===== config.mk =====
export PLATFORM = sky130hd
export DESIGN_NAME = rf16x160_wr_ctrl
export DESIGN_NICKNAME = d
export VERILOG_FILES = /design/src/rtl/rf16x160_wr_ctrl_pkg.sv /design/src/rtl/rf16x160_wr_ctrl_rr_arb2.sv /design/src/rtl/rf16x160_wr_ctrl.sv
export SDC_FILE = /design/constraint.sdc
export NUM_CORES = 1
export LEC_CHECK = 0
export ABC_AREA = 1
export CAP_MARGIN = 30
export CORE_MARGIN = 2
export CORE_UTILIZATION = 40
export DETAILED_ROUTE_END_ITERATION = 12
export PLACE_DENSITY_LB_ADDON = 0.1
export RECOVER_POWER = 50
export SLEW_MARGIN = 15
export SYNTH_ARGS = -nofsm -noshare
export SYNTH_HDL_FRONTEND = slang
export SYNTH_SLANG_ARGS = --single-unit
export TNS_END_PERCENT = 5

===== constraint.sdc =====
create_clock -name clk -period 4.65 [get_ports clk]
set_input_delay 0.93 -clock clk [delete_from_list [all_inputs] [get_ports clk]]
set_output_delay 0.93 -clock clk [all_outputs]
set_load 0.1 [all_outputs]

===== src/rtl/rf16x160_wr_ctrl_pkg.sv =====
// rf16_ctrl_pkg: shared sizes, state/requester encodings and the array
// word-enable pattern for the rf16x160 write controller.
// No ports; imported by rr_arb2 and rf16x160_wr_ctrl.
package rf16_ctrl_pkg;

  localparam int NUM_ENTRIES = 16;
  localparam int ADDR_W      = 4;
  localparam int DATA_W      = 8;

  // Only word 3 of the array is written; it holds data bits [7] and [3].
  localparam logic [3:0] WORD_WEN_ON = 4'b1000;

  typedef enum logic {ST_IDLE, ST_CLEAR} ctrl_state_t;
  typedef enum logic {REQ_A, REQ_B} req_id_t;

endpackage


===== src/rtl/rf16x160_wr_ctrl_rr_arb2.sv =====
// rr_arb2: two-way round-robin arbiter.
// Ports:
//   clk, rst     clock, asynchronous active-high reset
//   valid_i[1:0] request lines, bit 0 = A, bit 1 = B
//   advance_i    a grant was taken this cycle; move the pointer to the winner
//   grant_o[1:0] one-hot grant, combinational from valid_i and the pointer
module rr_arb2
  import rf16_ctrl_pkg::*;
(
  input  logic       clk,
  input  logic       rst,
  input  logic [1:0] valid_i,
  input  logic       advance_i,
  output logic [1:0] grant_o
);

  req_id_t last_q, last_d;

  // On a tie the requester that did not win last time gets the grant.
  always_comb begin
    grant_o = 2'b00;
    case (valid_i)
      2'b01:   grant_o = 2'b01;
      2'b10:   grant_o = 2'b10;
      2'b11:   grant_o = (last_q == REQ_A) ? 2'b10 : 2'b01;
      default: grant_o = 2'b00;
    endcase
  end

  always_comb begin
    last_d = last_q;
    if (advance_i && (grant_o != 2'b00))
      last_d = grant_o[1] ? REQ_B : REQ_A;
  end

  // Pointer starts at B so that A wins the first tie.
  always_ff @(posedge clk or posedge rst) begin
    if (rst) last_q <= REQ_B;
    else     last_q <= last_d;
  end

endmodule


===== src/rtl/rf16x160_wr_ctrl.sv =====
// rf16x160_wr_ctrl: write-side controller for the 16-entry bw_r_rf16x160
// slice. Shares the single array write port between requesters A and B,
// holds sticky per-entry lock bits and runs a clear sweep over unlocked entries.
// Ports:
//   clk, reset_r                    clock, asynchronous active-high reset
//   req_{a,b}_valid/addr/data/ready write requests, accepted on valid & ready
//   lock_valid, lock_addr           set one lock bit (cleared only by reset)
//   clr_req, clr_busy, clr_done     sweep start, sweep active, end-of-sweep pulse
//   wr_err, wr_err_id               pulse when an accepted write hit a locked entry
//   lock_status                     current lock bits
//   rf_wen/word_wen/wr_addr/wr_data array write port, registered
//
// state    | meaning
// ---------+-----------------------------------------------------------
// ST_IDLE  | arbitrate A/B, one accepted write per cycle
// ST_CLEAR | check entry cnt_q each cycle, zero it next cycle if unlocked
module rf16x160_wr_ctrl
  import rf16_ctrl_pkg::*;
(
  input  logic                   clk,
  input  logic                   reset_r,
  input  logic                   req_a_valid,
  output logic                   req_a_ready,
  input  logic [ADDR_W-1:0]      req_a_addr,
  input  logic [DATA_W-1:0]      req_a_data,
  input  logic                   req_b_valid,
  output logic                   req_b_ready,
  input  logic [ADDR_W-1:0]      req_b_addr,
  input  logic [DATA_W-1:0]      req_b_data,
  input  logic                   lock_valid,
  input  logic [ADDR_W-1:0]      lock_addr,
  input  logic                   clr_req,
  output logic                   clr_busy,
  output logic                   clr_done,
  output logic                   wr_err,
  output logic                   wr_err_id,
  output logic [NUM_ENTRIES-1:0] lock_status,
  output logic                   rf_wen,
  output logic [3:0]             rf_word_wen,
  output logic [ADDR_W-1:0]      rf_wr_addr,
  output logic [DATA_W-1:0]      rf_wr_data
);

  ctrl_state_t            state_q, state_d;
  logic [ADDR_W-1:0]      cnt_q, cnt_d;
  logic [NUM_ENTRIES-1:0] lock_q, lock_d;
  logic                   wen_q, wen_d;
  logic [3:0]             word_wen_q, word_wen_d;
  logic [ADDR_W-1:0]      addr_q, addr_d;
  logic [DATA_W-1:0]      data_q, data_d;
  logic                   err_q, err_d;
  logic                   err_id_q, err_id_d;
  logic                   done_q, done_d;

  logic [1:0]        arb_valid;
  logic [1:0]        grant;
  logic [ADDR_W-1:0] sel_addr;
  logic [DATA_W-1:0] sel_data;

  // Requests are only visible to the arbiter in IDLE, so ready is never
  // high during a sweep.
  assign arb_valid = {req_b_valid, req_a_valid} & {2{state_q == ST_IDLE}};

  rr_arb2 u_arb (
    .clk       (clk),
    .rst       (reset_r),
    .valid_i   (arb_valid),
    .advance_i (|grant),
    .grant_o   (grant)
  );

  assign req_a_ready = grant[0];
  assign req_b_ready = grant[1];
  assign sel_addr    = grant[1] ? req_b_addr : req_a_addr;
  assign sel_data    = grant[1] ? req_b_data : req_a_data;

  always_comb begin
    state_d  = state_q;
    cnt_d    = cnt_q;
    lock_d   = lock_q;
    wen_d    = 1'b0;
    addr_d   = '0;
    data_d   = '0;
    err_d    = 1'b0;
    err_id_d = err_id_q;
    done_d   = 1'b0;

    // Lock checks below read lock_q, so a lock landing this cycle does not
    // block a write or clear of the same entry in the same cycle.
    if (lock_valid) lock_d[lock_addr] = 1'b1;

    case (state_q)
      ST_IDLE: begin
        if (|grant) begin
          if (lock_q[sel_addr]) begin
            err_d    = 1'b1;
            err_id_d = grant[1];
          end else begin
            wen_d  = 1'b1;
            addr_d = sel_addr;
            data_d = sel_data;
          end
        end
        if (clr_req) begin
          state_d = ST_CLEAR;
          cnt_d   = '0;
        end
      end
      ST_CLEAR: begin
        if (!lock_q[cnt_q]) begin
          wen_d  = 1'b1;
          addr_d = cnt_q;
        end
        cnt_d = cnt_q + 1'b1;
        // clr_done lands in the same cycle as the write for the last entry.
        if (cnt_q == ADDR_W'(NUM_ENTRIES - 1)) begin
          state_d = ST_IDLE;
          done_d  = 1'b1;
        end
      end
      default: state_d = ST_IDLE;
    endcase

    word_wen_d = wen_d ? WORD_WEN_ON : 4'b0000;
  end

  always_ff @(posedge clk or posedge reset_r) begin
    if (reset_r) begin
      state_q    <= ST_IDLE;
      cnt_q      <= '0;
      lock_q     <= '0;
      wen_q      <= 1'b0;
      word_wen_q <= 4'b0000;
      addr_q     <= '0;
      data_q     <= '0;
      err_q      <= 1'b0;
      err_id_q   <= 1'b0;
      done_q     <= 1'b0;
    end else begin
      state_q    <= state_d;
      cnt_q      <= cnt_d;
      lock_q     <= lock_d;
      wen_q      <= wen_d;
      word_wen_q <= word_wen_d;
      addr_q     <= addr_d;
      data_q     <= data_d;
      err_q      <= err_d;
      err_id_q   <= err_id_d;
      done_q     <= done_d;
    end
  end

  assign clr_busy    = (state_q == ST_CLEAR);
  assign clr_done    = done_q;
  assign wr_err      = err_q;
  assign wr_err_id   = err_id_q;
  assign lock_status = lock_q;
  assign rf_wen      = wen_q;
  assign rf_word_wen = word_wen_q;
  assign rf_wr_addr  = addr_q;
  assign rf_wr_data  = data_q;

endmodule


==> Word-level counts from Yosys, hierarchy flattened <==
Cells that the tools add are included.
{ "word_totals": {"register_bits": 42, "in_bits": 34, "output_inout_bits": 39, "word_cells": 62} }
{ "op_classes": {"addsub": 1, "order_cmp": 4, "eq_ne": 5, "n_mux": 33, "bitwise": 3, "reduce_logical": 5} }
{ "op_table": {"columns": ["cell", "count"], "rows": [
  ["two-way mux 8 bit", 4],
  ["two-way mux 4 bit", 6],
  ["bitwise OR 16 bit", 1],
  ["one-hot mux 4 bit (2 select lines)", 2],
  ["less-than comparator 4 x 5 -> 1 bit (second input constant)", 3],
  ["two-way mux 1 bit", 14],
  ["binary-select mux 1 bit (select 4 bit)", 2],
  ["one-hot mux 2 bit (3 select lines)", 1],
  ["adder 4 x 1 -> 4 bit (second input constant)", 1],
  ["demux 1 bit (select 4 bit)", 1],
  ["== test 2 bit (second input constant)", 2],
  ["== test 4 bit (second input constant)", 1],
  ["greater-or-equal comparator 4 x 1 -> 1 bit (second input constant)", 1],
  ["one-hot mux 1 bit (2 select lines)", 2],
  ["AND reduction 3 bit", 1],
  ["bitwise AND 2 bit", 1],
  ["== test 2 x 1 -> 1 bit (second input constant)", 1],
  ["logical AND 1 bit", 2],
  ["two-way mux 2 bit", 1],
  ["inequality test 2 bit (second input constant)", 1],
  ["nonzero test 2 bit", 1],
  ["OR reduction 2 bit", 1],
  ["inverter 1 bit", 1]
]} }

==> Logic depth before layout (Yosys ltp) <==
Gate-level depths: netlist of the first run.
{ "logic_depth": {"depth_word": 11, "depth_mapped": 16, "mapped_depth_nobuf": 15} }

==> Hierarchy <==
A second synthesis of the first run with hierarchy kept.
{ "unflattened": {"cells_unflattened": 250, "area_unflattened_um2": 2028.2} }
{ "modules_own_cells": {"columns": ["mod", "n_inst", "cells_per_inst", "area_per_inst_um2", "seq_area_each_um2"], "rows": [
  ["rf16x160_wr_ctrl", 1, 240, 1958.1, 925.9],
  ["rr_arb2", 1, 10, 70.1, 26.3]
]} }

==> Worst setup path after synthesis of the first run <==
OpenSTA, ideal clock, no wires.
{ "synth_path": {"path_type": "flip-flop to output port", "from": "register state_q, in the netlist clr_busy", "to": "output port req_a_ready", "t_arrival_ps": 1843, "required_time_ps": 3720, "setup_slack_ps": 1877, "stages_incl_launch_ff": 5, "n_path_buf": 1, "cell_sequence": "dfrtp_1 buf_6 nor2_2 nand2_2 inv_1"} }
{ "synth_via": {"elab_chain_len": 4, "word_cells_on_any_way": 6, "cone_classes": "3 x eq/ne; 1 x mux; 2 x bitwise"} }
{ "synth_lines": {"columns": ["element", "line", "source"], "rows": [
  ["start: declaration", "rf16x160_wr_ctrl.sv:44", "ctrl_state_t state_q, state_d;"],
  ["start signal: assignment", "rf16x160_wr_ctrl.sv:140", "state_q <= state_d;"],
  ["inverter 1 bit (no line) (*)", null, null],
  ["bitwise AND 2 bit (*)", "rf16x160_wr_ctrl.sv:62", "assign arb_valid = {req_b_valid, req_a_valid} & {2{state_q == ST_IDLE}};"],
  ["== test 2 bit / == test 2 x 1 -> 1 bit (equally long branches)", "rf16x160_wr_ctrl_rr_arb2.sv:22", "case (valid_i)"],
  ["one-hot mux 2 bit (3 select lines) (*)", "rf16x160_wr_ctrl_rr_arb2.sv:22", null],
  ["end: declaration", "rf16x160_wr_ctrl.sv:23", "output logic req_a_ready,"]
]} }
Mark *: on every way between the ends. The rest lies on a longest branch, timed or not.

==> Final worst setup path of the first run <==
{ "layout_path": {"from": "input port req_b_valid", "to": "output port req_b_ready"} }
{ "layout_via": {"elab_chain_len": 3, "word_cells_on_any_way": 5, "cone_classes": "3 x eq/ne; 1 x mux; 1 x bitwise"} }
{ "layout_lines": {"columns": ["element", "line", "source"], "rows": [
  ["start: declaration", "rf16x160_wr_ctrl.sv:26", "input logic req_b_valid,"],
  ["bitwise AND 2 bit (*)", "rf16x160_wr_ctrl.sv:62", null],
  ["== test 2 bit / == test 2 x 1 -> 1 bit (equally long branches)", "rf16x160_wr_ctrl_rr_arb2.sv:22", null],
  ["one-hot mux 2 bit (3 select lines) (*)", "rf16x160_wr_ctrl_rr_arb2.sv:22", null],
  ["end: declaration", "rf16x160_wr_ctrl.sv:27", "output logic req_b_ready,"]
]} }
Marks and branches as above.

==> reports/summary.txt, run 1 <==
outcome -> finished, violations left
failing checks -> max-capacitance violations, max-slew violations
sequential area share after synthesis -> 0.4629
cells after synthesis -> 240
Critical Path AT -> 2.30 ns
FP Rows -> 26
total track usage -> 0.1772
via/cell ratio -> 4.751
Avg Cell Area, Syn -> 8.571 µm²
most common cell after layout, fill and taps aside -> clkdlybuf4s50_1
clock root buffer -> clkbuf_8
die height -> 75.71 µm
final antenna-violating net count -> 0
total negative setup slack -> 0 ns
vias in the first global route -> 1,567
Die W -> 75.71 µm
Cell Area, Synth -> 0.002057 mm²
drc violations -> 0
Yosys cell types -> 30
FF-to-FF Start -> clr_busy
TritonCTS Sinks -> 38
worst reg2reg path depth -> 12
share of cells above drive strength 1 -> 0.1222
Crit. End Element -> output port
total grt overflow -> 0
R2R setup slack -> 2.41 ns
Hold Buf Count CTS -> 0
Setup crit start -> req_b_valid
Area contributors post-synth -> dfrtp_1 (45%), nand3_1 (8.5%), inv_1 (6.8%), nand2_1 (6.4%), o21ai_0 (5.6%)
Fillers -> 484
leakage power -> 0.001427 µW
critical-path maximum fanout -> 19
IO Count -> 73
Via Count -> 1,810
critical path launch point type -> input pin
CTS buffer count -> 5
Reg clk slew, reported paths -> 0.07 ns
Hold Path Class -> register to register
Power Density -> 587.1 mW/mm²
H-tree levels -> 2
Nets -> 345
worst slew pin tran -> 1.977 ns
Placed Instance Area -> 0.002765 mm²
GP Congestion -> 0.8366
final max-slew violation count -> 39
Cell Count, Final, Fillers Out -> 381
DR iter-0 viols -> 106
initial antenna violation count -> 0
Antenna diodes -> 0
Crit Path Category -> input pin to output port
synthesis-stage register bit count -> 38
# Post-CTS Setup Buffers -> 0
final setup skew -> 0.009208 ns
first-pass GRT wire length -> 7.555 mm
Initial DRT Pass Iterations -> 5
Detail Placement HPWL -> 3.662 mm
Routed WL -> 4.743 mm
CTS Buffer Depth -> 2
Final Hold Viols -> 0
Worst R2R End -> rf_wr_data[4]
PostCTS Resize Cnt -> 0
largest net degree at the start of global routing -> 39
fin area -> 0.002870 mm²
register area -> 952.2 µm²
yosys warns -> 0
Rel. slew slack -> -0.3177
Final min period -> 3.232 ns
Worst Hold Slack -> 0.4888 ns
most frequent cells in the layout -> clkdlybuf4s50_1 (63), inv_1 (37), dfrtp_1 (37)
Multi-input gate area -> 877.1 µm²
Yosys top cell by area -> dfrtp_1
WL/cell -> 12.45 µm
RSZ-0062 raised after global routing -> no
Starting Density -> 0.4079
Critical Path RT -> 3.72 ns
Clk Latency, worst-skew pair -> 0.29 ns
Max-cap violations -> 1
area share of the largest cell type after synthesis -> 0.4501
CP endpoint -> req_b_ready
Syn-to-layout area delta -> 39.54%
# port buffers -> 69
f_max -> 0.3094 GHz
placed cells -> 373
die area -> 0.005732 mm²
CTS tree -> built
maximum VDD drop -> 0.0002472 V
total core area -> 0.005042 mm²
fin crit share -> 0.6950
Setup-failing EPs final -> 0
## cell families (layout without fill, tap and decap cells)
group,after synthesis,count (layout),synth area share
DFF,38,38,0.4629
muxes,8,8,0.03893
and+or+nand+nor,103,103,0.2713
adders and majority gates,1,1,0.006082
AOI/OAI and AO/OA,40,40,0.1046
buffers and inverters,49,118,0.1144
other,1,3,0.001823
## stage by stage
step           worst slack, ns  utilization  total power (µW)
6_report                 1.418       0.5692              1685
5_1_grt                  1.143       0.5692              1788
4_1_cts                  1.407       0.5700              1701
3_5_place_dp             1.415       0.5484              1422
3_3_place_gp             1.427       0.5484              1417
2_1_floorplan            1.877            -              1255
## how the worst min path moves through the flow
| stage | start | endpoint | slack, ns | cells past startpoint |
|---|---|---|---|---|
| global route | u_arb.last_q | u_arb.last_q | 0.53 | 2 |
| floorplan | u_arb.last_q | u_arb.last_q | 0.47 | 2 |
| CTS | wr_err_id | wr_err_id | 0.49 | 2 |
| detailed placement | wr_err_id | wr_err_id | 0.47 | 2 |
| global placement | wr_err_id | wr_err_id | 0.47 | 2 |
| finish | wr_err_id | wr_err_id | 0.49 | 2 |
## Yosys cell counts (all sizes together)
library cell and count:
a22o 1, o21ai 27, or2 1, nand4 5, buf 7, a21oi 9
dfrtp 37, ha 1, nor2 14, mux2i 8, inv 40, nand2 45
o31ai 2, dfstp 1, conb 1, nand3 38, clkbuf 2, o21bai 1
## routing by layer
layer / track usage / share of wire
met5: 0 / 0
met4: 0.04094 / 0.010
met3: 0.04233 / 0.042
met2: 0.2715 / 0.48
met1: 0.2559 / 0.47
## critical path, cell delays in order
cell	delay, ns
clkdlybuf4s50_1	0.50
nand2_2	0.08
nand2_4	0.18
nand2_4	0.20
inv_2	0.12
buf_4	0.29
## sequential cells by signal, summed over array words and instances, names as in the netlist
name,flops
clr_done,1
lock_status,16
rf_word_wen,1
u_arb.last_q,1
rf_wr_data,8
rf_wr_addr,4
clr_busy,1
cnt_q,4
wr_err_id,1
wr_err,1
## layout make-up
| cell class | count | area share |
|---|---|---|
| tap | 70 | 0.03051 |
| multi-input combinational | 155 | 0.3056 |
| inverter | 40 | 0.05405 |
| clock buffer | 5 | 0.02398 |
| sequential | 38 | 0.3317 |
| timing repair buffer | 70 | 0.2402 |
| clock inverter | 3 | 0.01395 |
## power breakdown
group          switching, µW  internal, µW  total (µW)
clock network            114           158         272
registers               67.7           397         465
logic                    691           258         948
Power figures use the tool's default switching activity.
==> inputs of run 2 (changes only) <==
==> constraint.sdc (replaced) <==
create_clock -name clk -period 3.08 [get_ports clk]
set_input_delay 0.616 -clock clk [delete_from_list [all_inputs] [get_ports clk]]
set_output_delay 0.616 -clock clk [all_outputs]
set_load 0.1 [all_outputs]
==> reports/summary.txt, run 2 (same netlist as run 1, synthesis figures left out) <==
outcome -> finished, final reports clean
via/cell ratio -> 4.782 (+0.65%)
H-tree levels -> 2 (unchanged)
total power -> 2567 µW (+52%)
GP Congestion -> 0.8340 (-0.31%)
Routed WL -> 4.824 mm (+1.7%)
Max-cap violations -> 0 (-1)
Hold Path Cell Cnt -> 2 (unchanged)
clock root buffer -> clkbuf_8
# Post-CTS Setup Buffers -> 0 (unchanged)
final max-slew violation count -> 0 (-100%)
Detail Placement HPWL -> 3.794 mm (+3.6%)
die area -> 0.005732 mm² (unchanged)
Nets -> 345 (unchanged)
final setup skew -> 0.01012 ns (+0.0009093 ns)
most frequent cells in the layout -> inv_1 (37), dfrtp_1 (37), nand3_1 (35), nand2_1 (35), buf_4 (34)
Via Count -> 1,817 (+0.39%)
Final Hold Viols -> 0 (unchanged)
Worst R2R End -> rf_word_wen[3]
worst slew pin tran -> 0.9470 ns (-1.030 ns)
RSZ-0062 raised after global routing -> no
total negative setup slack -> 0 ns (unchanged)
Setup-failing EPs final -> 0 (unchanged)
CTS buffer count -> 5 (unchanged)
drc violations -> 0 (unchanged)
Critical Path AT -> 1.91 ns (-0.39 ns)
Hold Path Origin -> wr_err_id
largest net degree at the start of global routing -> 39 (unchanged)
Syn-to-layout area delta -> 36.86%
share of cells above drive strength 1 -> 0.2323 (+0.1101)
Layout Utilization -> 0.5583 (-0.01092)
Multi-input gate area -> 877.1 µm² (unchanged)
IO Count -> 73 (unchanged)
Hold Path Class -> register to register
FP Rows -> 26 (unchanged)
Crit. End Element -> output port
final antenna-violating net count -> 0 (unchanged)
CTS Buffer Depth -> 2 (unchanged)
critical path launch point type -> input pin
Hold Buf Count CTS -> 0 (unchanged)
initial antenna violation count -> 0 (unchanged)
# port buffers -> 69 (unchanged)
fin crit share -> 0.8192
leakage power -> 0.001462 µW (+2.4%)
critical-path maximum fanout -> 19 (unchanged)
Clk Latency, worst-skew pair -> 0.29 ns (about the same)
Hold Path End -> wr_err_id
CTS tree -> built
TritonCTS Sinks -> 38 (unchanged)
PostCTS Resize Cnt -> 0 (unchanged)
Initial DRT Pass Iterations -> 4 (-1)
Fillers -> 489 (+1.0%)
total track usage -> 0.1820 (+0.004798)
Rel. slew slack -> 0.3687 (+0.6864)
vias in the first global route -> 1,631 (+4.1%)
first-pass GRT wire length -> 7.790 mm (+3.1%)
total grt overflow -> 0 (unchanged)
f_max -> 0.3964 GHz
maximum VDD drop -> 0.0003437 V (+39%)
total core area -> 0.005042 mm² (unchanged)
R2R setup slack -> 0.81 ns (-1.60 ns)
Crit Path Category -> input pin to output port
DR iter-0 viols -> 101 (-4.7%)
register area -> 952.2 µm² (unchanged)
Critical Path RT -> 2.46 ns (-1.26 ns)
die height -> 75.71 µm (unchanged)
Final min period -> 2.523 ns
Antenna diodes -> 0 (unchanged)
FF-to-FF Start -> clr_busy
Starting Density -> 0.4079 (unchanged)
worst reg2reg path depth -> 12 (unchanged)
WL/cell -> 12.69 µm (+2.0%)
Power Density -> 911.7 mW/mm² (+55%)
max reg flops -> 16 (unchanged)
Die W -> 75.71 µm (unchanged)
Reg clk slew, reported paths -> 0.06 ns (about the same)
## run 2: how the worst max path moves through the flow
| stage | endpoint | startpoint | slack, ns |
|---|---|---|---|
| 3_3_place_gp | rf_word_wen[3] | req_b_valid | 0.37 |
| 2_1_floorplan | rf_word_wen[3] | clr_busy | 0.36 |
| 5_1_grt | rf_word_wen[3] | req_a_valid | 0.44 |
| 4_1_cts | req_b_ready | req_a_valid | 0.54 |
| 3_5_place_dp | rf_word_wen[3] | req_a_valid | 0.34 |
| 6_report | req_b_ready | req_a_valid | 0.56 |
## run 2: metrics by stage
step	hold slack [ns]	instance area, µm²	instances	setup WS (ns)
6_report	0.4991	2815	380	0.5570
4_1_cts	0.5060	2818	380	0.5445
5_1_grt	0.5417	2815	380	0.4415
3_5_place_dp	0.4879	2705	373	0.3434
2_1_floorplan	0.4707	2064	242	0.3644
3_3_place_gp	0.4912	2705	373	0.3651
## run 2: layout make-up
cell class              instances  area share
inverters                      40     0.05511
repair buffers                 70      0.2240
multi-input cells             155      0.3116
well taps                      70     0.03111
clock buffers                   6     0.02933
flip-flops and latches         38      0.3382
clock inverters                 1     0.01067
## run 2: layer usage
| layer | global-route usage | wire [µm] | vias up |
|---|---|---|---|
| met3 | 0.04365 | 235 | 9 |
| met1 | 0.2508 | 2169 | 837 |
| li1 | - | - | 915 |
| met2 | 0.2870 | 2347 | 56 |
| met4 | 0.05263 | 72 | 0 |
| met5 | 0 | 0 | - |
## run 2: report_power, final
part	switching, µW	internal, µW	leakage [µW]
sequential	104	599	0.000425
clock	166	259	0.0000573
combinational	1050	389	0.000979
total	1320	1250	0.00146
## run 2: critical path, stage by stage
cell	delay, ns
clkdlybuf4s50_1	0.50
inv_1	0.06
nor2_2	0.08
nand2_2	0.11
nand2_4	0.25
inv_2	0.10
buf_12	0.18
==> inputs of run 3 (changes only) <==
==> constraint.sdc (replaced) <==
create_clock -name clk -period 2.25 [get_ports clk]
set_input_delay 0.45 -clock clk [delete_from_list [all_inputs] [get_ports clk]]
set_output_delay 0.45 -clock clk [all_outputs]
set_load 0.1 [all_outputs]
==> reports/summary.txt, run 3 (same netlist as run 1, synthesis figures left out) <==
most common cell after layout, fill and taps aside -> buf_4
Final min period -> 2.138 ns
drc violations -> 0 (unchanged)
Detail Placement HPWL -> 3.933 mm (+3.7%)
most frequent cells in the layout -> buf_4 (44), inv_1 (37), dfrtp_1 (36)
total track usage -> 0.1798 (-0.002192)
total grt overflow -> 0 (unchanged)
Critical Path AT -> 1.69 ns (-0.22 ns)
GR met2 Demand/Resource -> 0.2850 (-0.001932)
first-pass GRT wire length -> 7.672 mm (-1.5%)
Sw Pwr -> 1846 µW (+40%)
met3 Usage GRT -> 0.04101 (-0.002646)
fin crit share -> 0.9503
Routed WL -> 4.878 mm (+1.1%)
GRT Max-Usage Layer -> met2
clock root buffer -> clkbuf_8
Max-cap violations -> 0 (unchanged)
Comb pwr share -> 0.597 (+0.037)
Int Pwr -> 1699 µW (+36%)
vias in the first global route -> 1,645 (+0.86%)
final max-slew violation count -> 0 (unchanged)
Clk Latency, worst-skew pair -> 0.29 ns (about the same)
CP max-delay cell -> clkdlybuf4s50_1
Final Hold Viols -> 0 (unchanged)
CTS Buffer Depth -> 2 (unchanged)
Crit Path Category -> input pin to output port
final antenna-violating net count -> 0 (unchanged)
share of cells above drive strength 1 -> 0.2609 (+0.02861)
# port buffers -> 69 (unchanged)
Switching Fraction -> 0.5207 (+0.006648)
largest net degree at the start of global routing -> 27 (-31%)
Crit. End Element -> output port
power share of the sequential group -> 0.264 (-0.010)
final setup skew -> 0.004638 ns (-0.005479 ns)
maximum VDD drop -> 0.0005513 V (+60%)
TritonCTS Sinks -> 38 (unchanged)
Via Count -> 1,829 (+0.66%)
Critical Path RT -> 1.80 ns (-0.66 ns)
Power Density -> 1229 mW/mm² (+35%)
DR iter-0 viols -> 60 (-41%)
Initial DRT Pass Iterations -> 4 (unchanged)
WL/cell -> 12.44 µm (-2.0%)
Antenna diodes -> 0 (unchanged)
Syn-to-layout area delta -> 40.27%
FP Rows -> 26 (unchanged)
Rel. slew slack -> 0.5905 (+0.2218)
die area -> 0.005732 mm² (unchanged)
H-tree levels -> 2 (unchanged)
via/cell ratio -> 4.666 (-2.4%)
Worst path max stage delay -> 0.49 ns (about the same)
Hold Buf Count CTS -> 0 (unchanged)
GP Congestion -> 0.9382 (+12%)
PostCTS Resize Cnt -> 0 (unchanged)
Setup-failing EPs final -> 0 (unchanged)
Hold Path Class -> register to register
RSZ-0062 raised after global routing -> no
CTS tree -> built
total core area -> 0.005042 mm² (unchanged)
f_max -> 0.4677 GHz
Crit path buffers/inverters -> 6 (+2)
clock share of power -> 0.139 (-0.027)
CP delay by family, top -> buffers and inverters
cell chain of the critical path -> clkdlybuf4s50_1 -> inv_1 -> nor2_2 -> nand2_2 -> buf_4 -> buf_4 -> inv_1 -> buf_12
Layout Utilization -> 0.5722 (+0.01390)
initial antenna violation count -> 0 (unchanged)
Starting Density -> 0.4079 (unchanged)
CTS buffer count -> 5 (unchanged)
Worst Hold Slack -> 0.5054 ns (+0.006378 ns)
met1 GRT Util -> 0.2423 (-0.008567)
# Post-CTS Setup Buffers -> 0 (unchanged)
critical path launch point type -> input pin
leakage power -> 0.001499 µW (+2.5%)
critical-path maximum fanout -> 3 (-16)
max reg flops -> 16 (unchanged)
Nets -> 356 (+3.2%)
Fillers -> 480 (-1.8%)
worst slew pin tran -> 0.6142 ns (-0.3327 ns)
Die W -> 75.71 µm (unchanged)
Reg clk slew, reported paths -> 0.07 ns (about the same)
outcome -> finished, final reports clean
IO Count -> 73 (unchanged)
die height -> 75.71 µm (unchanged)
-- run 3: path summary, 6_finish.rpt --
path | startpoint | to | slack (ns) | cells past startpoint
min in group asynchronous | reset_r | rf_wr_data[7] | 0.61 | 2
setup / recovery | req_a_valid | req_a_ready | 0.11 | 8
hold / removal | wr_err_id | wr_err_id | 0.51 | 2
setup reg to reg | clr_busy | rf_word_wen[3] | 0.25 | 12
max in group asynchronous | reset_r | clr_busy | 0.61 | 3
hold reg to reg | wr_err_id | wr_err_id | 0.51 | 2
-- run 3: layout make-up --
cell class / count / area [µm²] / area share
clock buffers: 6 / 82.58 / 0.02862
clock inverters: 2 / 12.51 / 0.004337
inverters: 40 / 160.2 / 0.05551
multi-input cells: 155 / 877.1 / 0.3040
flip-flops and latches: 38 / 955.9 / 0.3313
well taps: 70 / 87.58 / 0.03036
repair buffers: 81 / 709.4 / 0.2459
-- run 3: tightest hold or removal path, stage by stage (launching register included) --
cell and delay, ns:
dfrtp_1 0.36, nand2_1 0.06, nand2_1 0.06
-- run 3: metrics by stage --
stage	power (µW)	setup slack (ns)	cells	cell area, µm²	setup TNS [ns]
floorplan	2609	0.05353	242	2073	0
global placement	3072	-0.04645	384	2809	-0.4420
detailed placement	3091	-0.06658	384	2809	-0.7035
CTS	3591	0.09707	392	2904	0
global route	3765	0.02020	392	2885	0
finish	3546	0.1118	392	2885	0
-- run 3: power groups by stage --
stage	clock network (µW)	logic (µW)	registers (µW)
after CTS	509	2140	940
after global routing	528	2280	959
after global placement	0	2120	954
after floorplan	0	1130	1480
final	491	2120	937
after detailed placement	0	2140	955
-- run 3: metal layers --
| layer | share of wire | wire length, µm |
|---|---|---|
| met5 | 0 | 0 |
| met4 | 0.015 | 73 |
| met3 | 0.040 | 194 |
| met2 | 0.49 | 2371 |
| met1 | 0.46 | 2238 |
